<file path="src/rtl/cv32e40x_wb_stage.sv">
// Write-back stage of the cv32e40x pipeline, with the EX/WB payload types in a package at the top.
// The stage consumes the EX/WB pipeline register and the LSU response stream.
// It back-pressures EX, writes the register file and counts retired instructions.
// A one-entry buffer holds an LSU response that arrives while WB is halted.
// Ports:
//   clk, rst_n                   clock, synchronous active-low reset
//   ex_wb_pipe_i, ctrl_fsm_i     EX/WB payload; kill/halt controls
//   lsu_valid_i/lsu_ready_o      LSU response handshake
//   lsu_rdata_i, lsu_err_i       LSU response data and bus error
//   instret_inhibit_i            freezes the retire counter
//   wb_ready_o, wb_valid_o       EX back-pressure; instruction completes this cycle
//   rf_we/waddr/wdata_wb_o       register file write port (wdata also forwarded to ID)
//   lsu_err_wb_o                 completing LSU instruction had a bus error
//   instret_o                    retired-instruction count

package cv32e40x_pkg;

  typedef struct packed {
    logic        instr_valid;
    logic        rf_we;
    logic [4:0]  rf_waddr;
    logic [31:0] rf_wdata;
    logic        lsu_en;
    logic        illegal_insn;
  } ex_wb_pipe_t;

  typedef struct packed {
    logic kill_wb;
    logic halt_wb;
  } ctrl_fsm_t;

endpackage

module cv32e40x_wb_stage
  import cv32e40x_pkg::*;
#(
  parameter int unsigned INSTRET_WIDTH = 64
) (
  input  logic                     clk,
  input  logic                     rst_n,
  input  ex_wb_pipe_t              ex_wb_pipe_i,
  input  ctrl_fsm_t                ctrl_fsm_i,
  input  logic                     lsu_valid_i,
  output logic                     lsu_ready_o,
  input  logic [31:0]              lsu_rdata_i,
  input  logic                     lsu_err_i,
  input  logic                     instret_inhibit_i,
  output logic                     wb_ready_o,
  output logic                     wb_valid_o,
  output logic                     rf_we_wb_o,
  output logic [4:0]               rf_waddr_wb_o,
  output logic [31:0]              rf_wdata_wb_o,
  output logic                     lsu_err_wb_o,
  output logic [INSTRET_WIDTH-1:0] instret_o
);

  localparam int unsigned DATA_W = 32;

  localparam logic [0:0] EMPTY = 1'b0;
  localparam logic [0:0] FULL  = 1'b1;

  logic [0:0]              state_q, state_d;
  logic [DATA_W-1:0]       resp_data_q;
  logic                    resp_err_q;
  logic [INSTRET_WIDTH-1:0] instret_q;

  logic              instr_v;
  logic              lsu_instr_v;
  logic              resp_in;
  logic              resp_avail;
  logic [DATA_W-1:0] resp_data;
  logic              resp_err;
  logic              capture;
  logic              retire;

  // Datapath: response selection, completion and register file write port
  always_comb begin
    instr_v     = ex_wb_pipe_i.instr_valid && !ctrl_fsm_i.kill_wb && !ctrl_fsm_i.halt_wb;
    lsu_instr_v = instr_v && ex_wb_pipe_i.lsu_en;
    lsu_ready_o = (state_q == EMPTY);
    resp_in     = lsu_valid_i && lsu_ready_o;
    resp_avail  = (state_q == FULL) || resp_in;
    resp_data   = (state_q == FULL) ? resp_data_q : lsu_rdata_i;
    resp_err    = (state_q == FULL) ? resp_err_q  : (lsu_err_i && lsu_valid_i);

    wb_valid_o  = instr_v && (!ex_wb_pipe_i.lsu_en || resp_avail);
    // A pending LSU instruction stalls EX until its response has been seen
    wb_ready_o  = ctrl_fsm_i.kill_wb ||
                  (!ctrl_fsm_i.halt_wb &&
                   (!(ex_wb_pipe_i.instr_valid && ex_wb_pipe_i.lsu_en) || resp_avail));

    rf_we_wb_o    = wb_valid_o && ex_wb_pipe_i.rf_we && !(ex_wb_pipe_i.lsu_en && resp_err);
    rf_waddr_wb_o = ex_wb_pipe_i.rf_waddr;
    rf_wdata_wb_o = ex_wb_pipe_i.lsu_en ? resp_data : ex_wb_pipe_i.rf_wdata;
    lsu_err_wb_o  = wb_valid_o && ex_wb_pipe_i.lsu_en && resp_err;

    retire      = wb_valid_o && !ex_wb_pipe_i.illegal_insn && !lsu_err_wb_o && !instret_inhibit_i;
  end

  // Response buffer next state; a kill drops both the buffer and any same-cycle response
  always_comb begin
    state_d = state_q;
    capture = 1'b0;
    case (state_q)
      EMPTY: begin
        if (resp_in && !lsu_instr_v && !ctrl_fsm_i.kill_wb) begin
          state_d = FULL;
          capture = 1'b1;
        end
      end
      FULL: begin
        if (lsu_instr_v || ctrl_fsm_i.kill_wb) begin
          state_d = EMPTY;
        end
      end
      default: state_d = EMPTY;
    endcase
  end

  // Buffer state and payload
  always_ff @(posedge clk) begin
    if (!rst_n) begin
      state_q     <= EMPTY;
      resp_data_q <= '0;
      resp_err_q  <= 1'b0;
    end else begin
      state_q <= state_d;
      if (capture) begin
        resp_data_q <= lsu_rdata_i;
        resp_err_q  <= lsu_err_i;
      end
    end
  end

  // Retire counter, wraps naturally at all-ones
  always_ff @(posedge clk) begin
    if (!rst_n) begin
      instret_q <= '0;
    end else if (retire) begin
      instret_q <= instret_q + INSTRET_WIDTH'(1);
    end
  end

  assign instret_o = instret_q;

  // The LSU must not present a response while the buffer is occupied
  a_no_resp_when_full : assert property (@(posedge clk) disable iff (!rst_n)
    !(lsu_valid_i && (state_q == FULL)));

endmodule
</file>
<file path="config.mk">
export PLATFORM = sky130hd
export DESIGN_NAME = cv32e40x_wb_stage
export DESIGN_NICKNAME = d
export VERILOG_FILES = /design/src/rtl/cv32e40x_wb_stage.sv
export SDC_FILE = /design/constraint.sdc
export NUM_CORES = 1
export LEC_CHECK = 0
export BUFFER_PORTS_ARGS = -buffer_cell sky130_fd_sc_hd__buf_2
export CORE_AREA = 8 8 196 105
export CTS_BUF_LIST = sky130_fd_sc_hd__clkbuf_16
export DETAILED_ROUTE_END_ITERATION = 7
export DIE_AREA = 0 0 204 113
export MAX_ROUTING_LAYER = met4
export PLACE_DENSITY = 0.51
export SLEW_MARGIN = 0
export SYNTH_ARGS = -nofsm -noshare
export SYNTH_HDL_FRONTEND = slang
export SYNTH_SLANG_ARGS = --single-unit
export TNS_END_PERCENT = 1
</file>
<file path="constraint.sdc">
create_clock -name clk -period 2.65 [get_ports clk]
set_clock_uncertainty 0.1 [all_clocks]
set_input_delay 0.3975 -clock clk [delete_from_list [all_inputs] [get_ports clk]]
set_output_delay 0.3975 -clock clk [all_outputs]
set_load 0.005 [all_outputs]
</file>
* After elaboration in Yosys (flattened, before gate mapping)
Cells that the tools add are included.
** Word-level totals
- Output and inout port bits :: 106
- Register bits after elaboration :: 98
** Cells by class
- Reductions and logical operators :: 32
- Bitwise operators :: 1
- Multiplexer cells :: 7
- $add $sub $neg :: 1
** Operators with widths (number)
- adder 64 x 1 -> 64 bit (second input constant) :: 1
- 2-to-1 mux 32 bit :: 2
- logical AND 1 bit :: 18
- logical NOT 1 bit :: 9
- logical OR 1 bit :: 5
- 2-to-1 mux 1 bit :: 4
- one-hot mux 1 bit (2 select lines) :: 1
- inverter 1 bit :: 1

* Depth between registers and ports, before layout
- Depth after elaboration :: 10
- Gate-level depth with buffers :: 9
- Mapped depth without buffers :: 6

* Least setup slack after synthesis
No wires, ideal clock.
- Path type :: flip-flop to flip-flop
- Start point :: register instret_q[10], in the netlist instret_o[10]
- End point :: register instret_q[46], in the netlist instret_o[46]
- Path buffers :: 2
- Stages on the path, launching flop included :: 8
- Required time :: 2.479 ns
- Arrival :: 1.895 ns
- Library setup time :: 0.071 ns
- Setup slack :: 0.585 ns
- Cell sequence :: dfxtp_1 -> buf_2 -> nand4_1 -> nor4_2 -> nand3_2 -> clkbuf_1 -> or4_1 -> a21oi_1
** On the way
- Cells in the longest elaborated chain, start to end :: 1
** RTL lines
- start: declaration :: line 65 : logic [INSTRET_WIDTH-1:0] instret_q;
- start signal: assignment :: line 140 : instret_q <= instret_q + INSTRET_WIDTH'(1);
- adder 64 x 1 -> 64 bit :: line 140
Every way passes these cells.
A chain may end at the register's enable or synchronous reset.

* Worst setup path after layout
- Start point :: register state_q
- End point :: output rf_we_wb_o
** On the way
- Cells in the longest elaborated chain, start to end :: 7
** RTL lines
- start: declaration :: line 62 : logic [0:0] state_q, state_d;
- start signal: assignment :: line 127 : state_q <= state_d;
- inverter 1 bit
- logical AND 1 bit :: line 81 : resp_in = lsu_valid_i && lsu_ready_o;
- logical OR 1 bit :: line 82 : resp_avail = (state_q == FULL) || resp_in;
- logical OR 1 bit :: line 86 : wb_valid_o = instr_v && (!ex_wb_pipe_i.lsu_en || resp_avail);
- logical AND 1 bit :: line 86
- logical AND 1 bit :: line 92 : rf_we_wb_o = wb_valid_o && ex_wb_pipe_i.rf_we && !(ex_wb_pipe_i.lsu_en && resp_err);
- logical AND 1 bit (*) :: line 92
- end: declaration :: line 50 : output logic rf_we_wb_o,
Mark *: on every way between the ends. The rest lies on a longest branch, timed or not.

==> qor.yml <==
mean_area_per_synthesized_cell_um2: 7.84
p_switching_mw: 0.785
finalPower_mw: 3.24
detail-route-antenna-nets: 0
synth_register_bits: 98
die_w_um: 204
num_io_pins: 186
cts.htree.levels: 3
setup_violations: 0
post_cts_resized: 0
use_met1_pct: 24.1
synthesis.area_mm2: 0.00523
remaining_drc_errors: 0
core_area_mm2: 0.0179
max-slew-margin-rel_pct: 59.0
synth-seq-area-share_pct: 37.5
gp_congestion: 0.805
design.final.nets: 915
rows: 35
cts_sinks: 98
pwr-share-clk_pct: 43.5
routed_via_density: 5.08
mostFrequentLayoutCell: "buf_2"
worst_skew_pair.late_latency_ns: 0.35
layout_min_cycle_time_ns: 2.51
worst_setup_hold_path_clk_slew_ns: 0.07
gr-usage-met2_pct: 19.4
outcome: "completed"
met3_resource_use_gr_pct: 4.25
p_comb_share_pct: 9.9
post-route-period-util_pct: 94.6
final.setup.worst_slack_ns: 0.144
critical_path.endpoint_type: "primary output"
initial_util_pct: 29.3
critical_path_class: "flop to primary output"
totalWireLength_um: 18200
hold-path-cell-count: 2
cts-hold-fix-buffers: 0
worst_hold_path_type: "primary input to flop"
cts.root.buffer_cell: "clkbuf_16"
yosysUniqueCellTypes: 43
port_buffers: 175
grt.busiest_layer: "met1"
hold_violations: 0
power.share.switching_pct: 24.2
die_height_um: 113
maxSlewViolCount: 0
timing.critical_path.required_ns: 2.15
first_pass_grt_wire_length_um: 28300
timing_worst_slew_pin_value_ns: 0.612
antenna_diode_count: 0
max-clock-path-buffers: 2
postSynthNetCount: 748
fp.dieArea_mm2: 0.0231
min_to: "state_q"
power_per_cell_area_mw_per_mm2: 480
number_of_antenna_violations_at_the_first_check_in_global_routing: 0
pin_count_of_the_biggest_net_entering_global_routing: 66
numCtsBuffers: 9
overflow: 0
crit_fanout: 9
drt-initial-drc-count: 412
final.setup.tns_ns: 0
dp_hpwl_um: 13800
whs_ns: 0.182
drive_gt1_share_pct: 28.2
grt_use_total_pct: 15.6
detailroute.via_count: 5470
ys.warnings.count: 0
async_reset_ff_share_pct: 0
worst-r2r-cell-count: 7
setup_slack_reg_to_reg_ns: 0.20
final_cell_mix: "175 x buf_2, 113 x a21oi_1, 100 x nand2_1"
regToRegStartpoint: "state_q"
internal_power_mw: 2.46
crit_path_start_kind: "flop"
post_synth_top_flop: "dfxtp_1"
synth_edf_count: 0
syn2layout_area_growth_pct: 29.1
tritoncts: "yes"
total_leakage_power_nw: 2.57
post_dr_wirelength_cell_um: 16.9
rr_endpoint: "instret_o[32]"
timing.fmax_mhz: 399
first_pass_iters: 5
peak_supply_drop_uv: 283
max_cap_violations: 0
share_seq_of_total_power_pct: 46.5
pre_cts_slack_ns: 0.136
rsz_0062_raised_after_global_routing: "no"
synthesis.instances: 667
arrival_worst_endpoint_ns: 2.01
first_global_vias: 4864
hold_path_startpoint: "ctrl_fsm_i[1]"
[worst max-delay path, stage by stage, from the launching register on]
cell and delay, ns:
dfxtp_2 0.44, nor2_1 0.09, a2111o_1 0.54, clkinv_4 0.10
buf_4 0.16, and3_1 0.18, buf_2 0.15
[cells by family (layout without fill, tap and decap cells)]
logic type	after synthesis	after routing	synth area share (%)
simple gates	296	296	30.4
compound gates	170	170	18.4
flops	98	98	37.5
buf+inv	57	227	4.97
mux	38	38	7.27
xor+xnor	7	7	1.17
fa+ha+maj	1	1	0.239
[layer usage]
layer	share of wire, %	vias to the layer above
met5	0	-
met4	0.92	0
met3	7.2	15
met2	37	163
met1	55	2500
li1	-	2792
[Yosys cell counts (2+ instances only)]
cell / instances / area [um2]
mux2i_1: 38 / 380
o41ai_1: 2 / 17.5
nand4_2: 2 / 25.0
o311ai_0: 2 / 17.5
o21a_1: 2 / 15.0
and3_1: 7 / 43.8
nor4_4: 2 / 42.5
dfxtp_1: 98 / 1960
o31ai_1: 32 / 240
nor4_1: 7 / 43.8
xor2_1: 6 / 52.6
nand3_2: 3 / 30.0
nand2b_1: 5 / 31.3
nor2_1: 50 / 188
a21oi_1: 113 / 566
nand2_1: 100 / 375
or4_1: 32 / 240
inv_1: 7 / 26.3
nor3_1: 7 / 35.0
nand4_1: 27 / 169
nand3_4: 2 / 35.0
nand3_1: 19 / 95.1
buf_2: 6 / 30.0
buf_1: 4 / 15.0
or3_1: 19 / 119
clkbuf_1: 30 / 113
and4_1: 4 / 35.0
or2_2: 4 / 25.0
buf_4: 7 / 52.6
nand4bb_1: 2 / 22.5
o21ai_0: 16 / 80.1
[timing repair]
action,CTS,global route
buffers inserted,0,3
setup endpoints to repair,0,4
hold endpoints to repair,0,0
[per-stage QoR]
| step | instances | utilization (%) | cell area [um2] |
|---|---|---|---|
| final | 1077 | 37.8 | 6750 |
| after CTS | 1074 | 37.7 | 6730 |
| after global placement | 1060 | 36.0 | 6420 |
| after floorplan | 667 | - | 5230 |
| after detailed placement | 1060 | 36.0 | 6420 |
| after global routing | 1077 | 37.8 | 6750 |
[worst max path at each step]
| stage | startpoint | to | slack, ns | depth (start not counted) |
|---|---|---|---|---|
| floorplan | instret_o[10] | instret_o[46] | 0.58 | 7 |
| global placement | instret_o[33] | instret_o[59] | 0.21 | 5 |
| detailed placement | instret_o[33] | instret_o[59] | 0.14 | 5 |
| CTS | instret_o[33] | instret_o[59] | 0.12 | 5 |
| global route | state_q | instret_o[32] | 0.02 | 7 |
| finish | state_q | rf_we_wb_o | 0.14 | 6 |
[state kept, by name (all words and copies together) (netlist names)]
register,cells
resp_data_q,32
resp_err_q,1
instret_o,64
state_q,1
[layout make-up]
type | instances | area [um2]
timing repair buffer | 204 | 1130
fill | 1912 | 11100
inverter | 9 | 38.8
clock buffer | 9 | 225
multi-input combinational | 512 | 3010
clock inverter | 5 | 80.1
sequential | 98 | 1960
tap | 240 | 300
[power groups by stage]
stage / Combinational (mW) / Clock (mW) / Sequential [mW]
global placement: 0.324 / 0 / 1.54
finish: 0.322 / 1.41 / 1.51
detailed placement: 0.325 / 0 / 1.54
global route: 0.359 / 1.52 / 1.51
CTS: 0.326 / 1.45 / 1.51
floorplan: 0.173 / 0 / 1.54
Power figures use the tool's default switching activity.
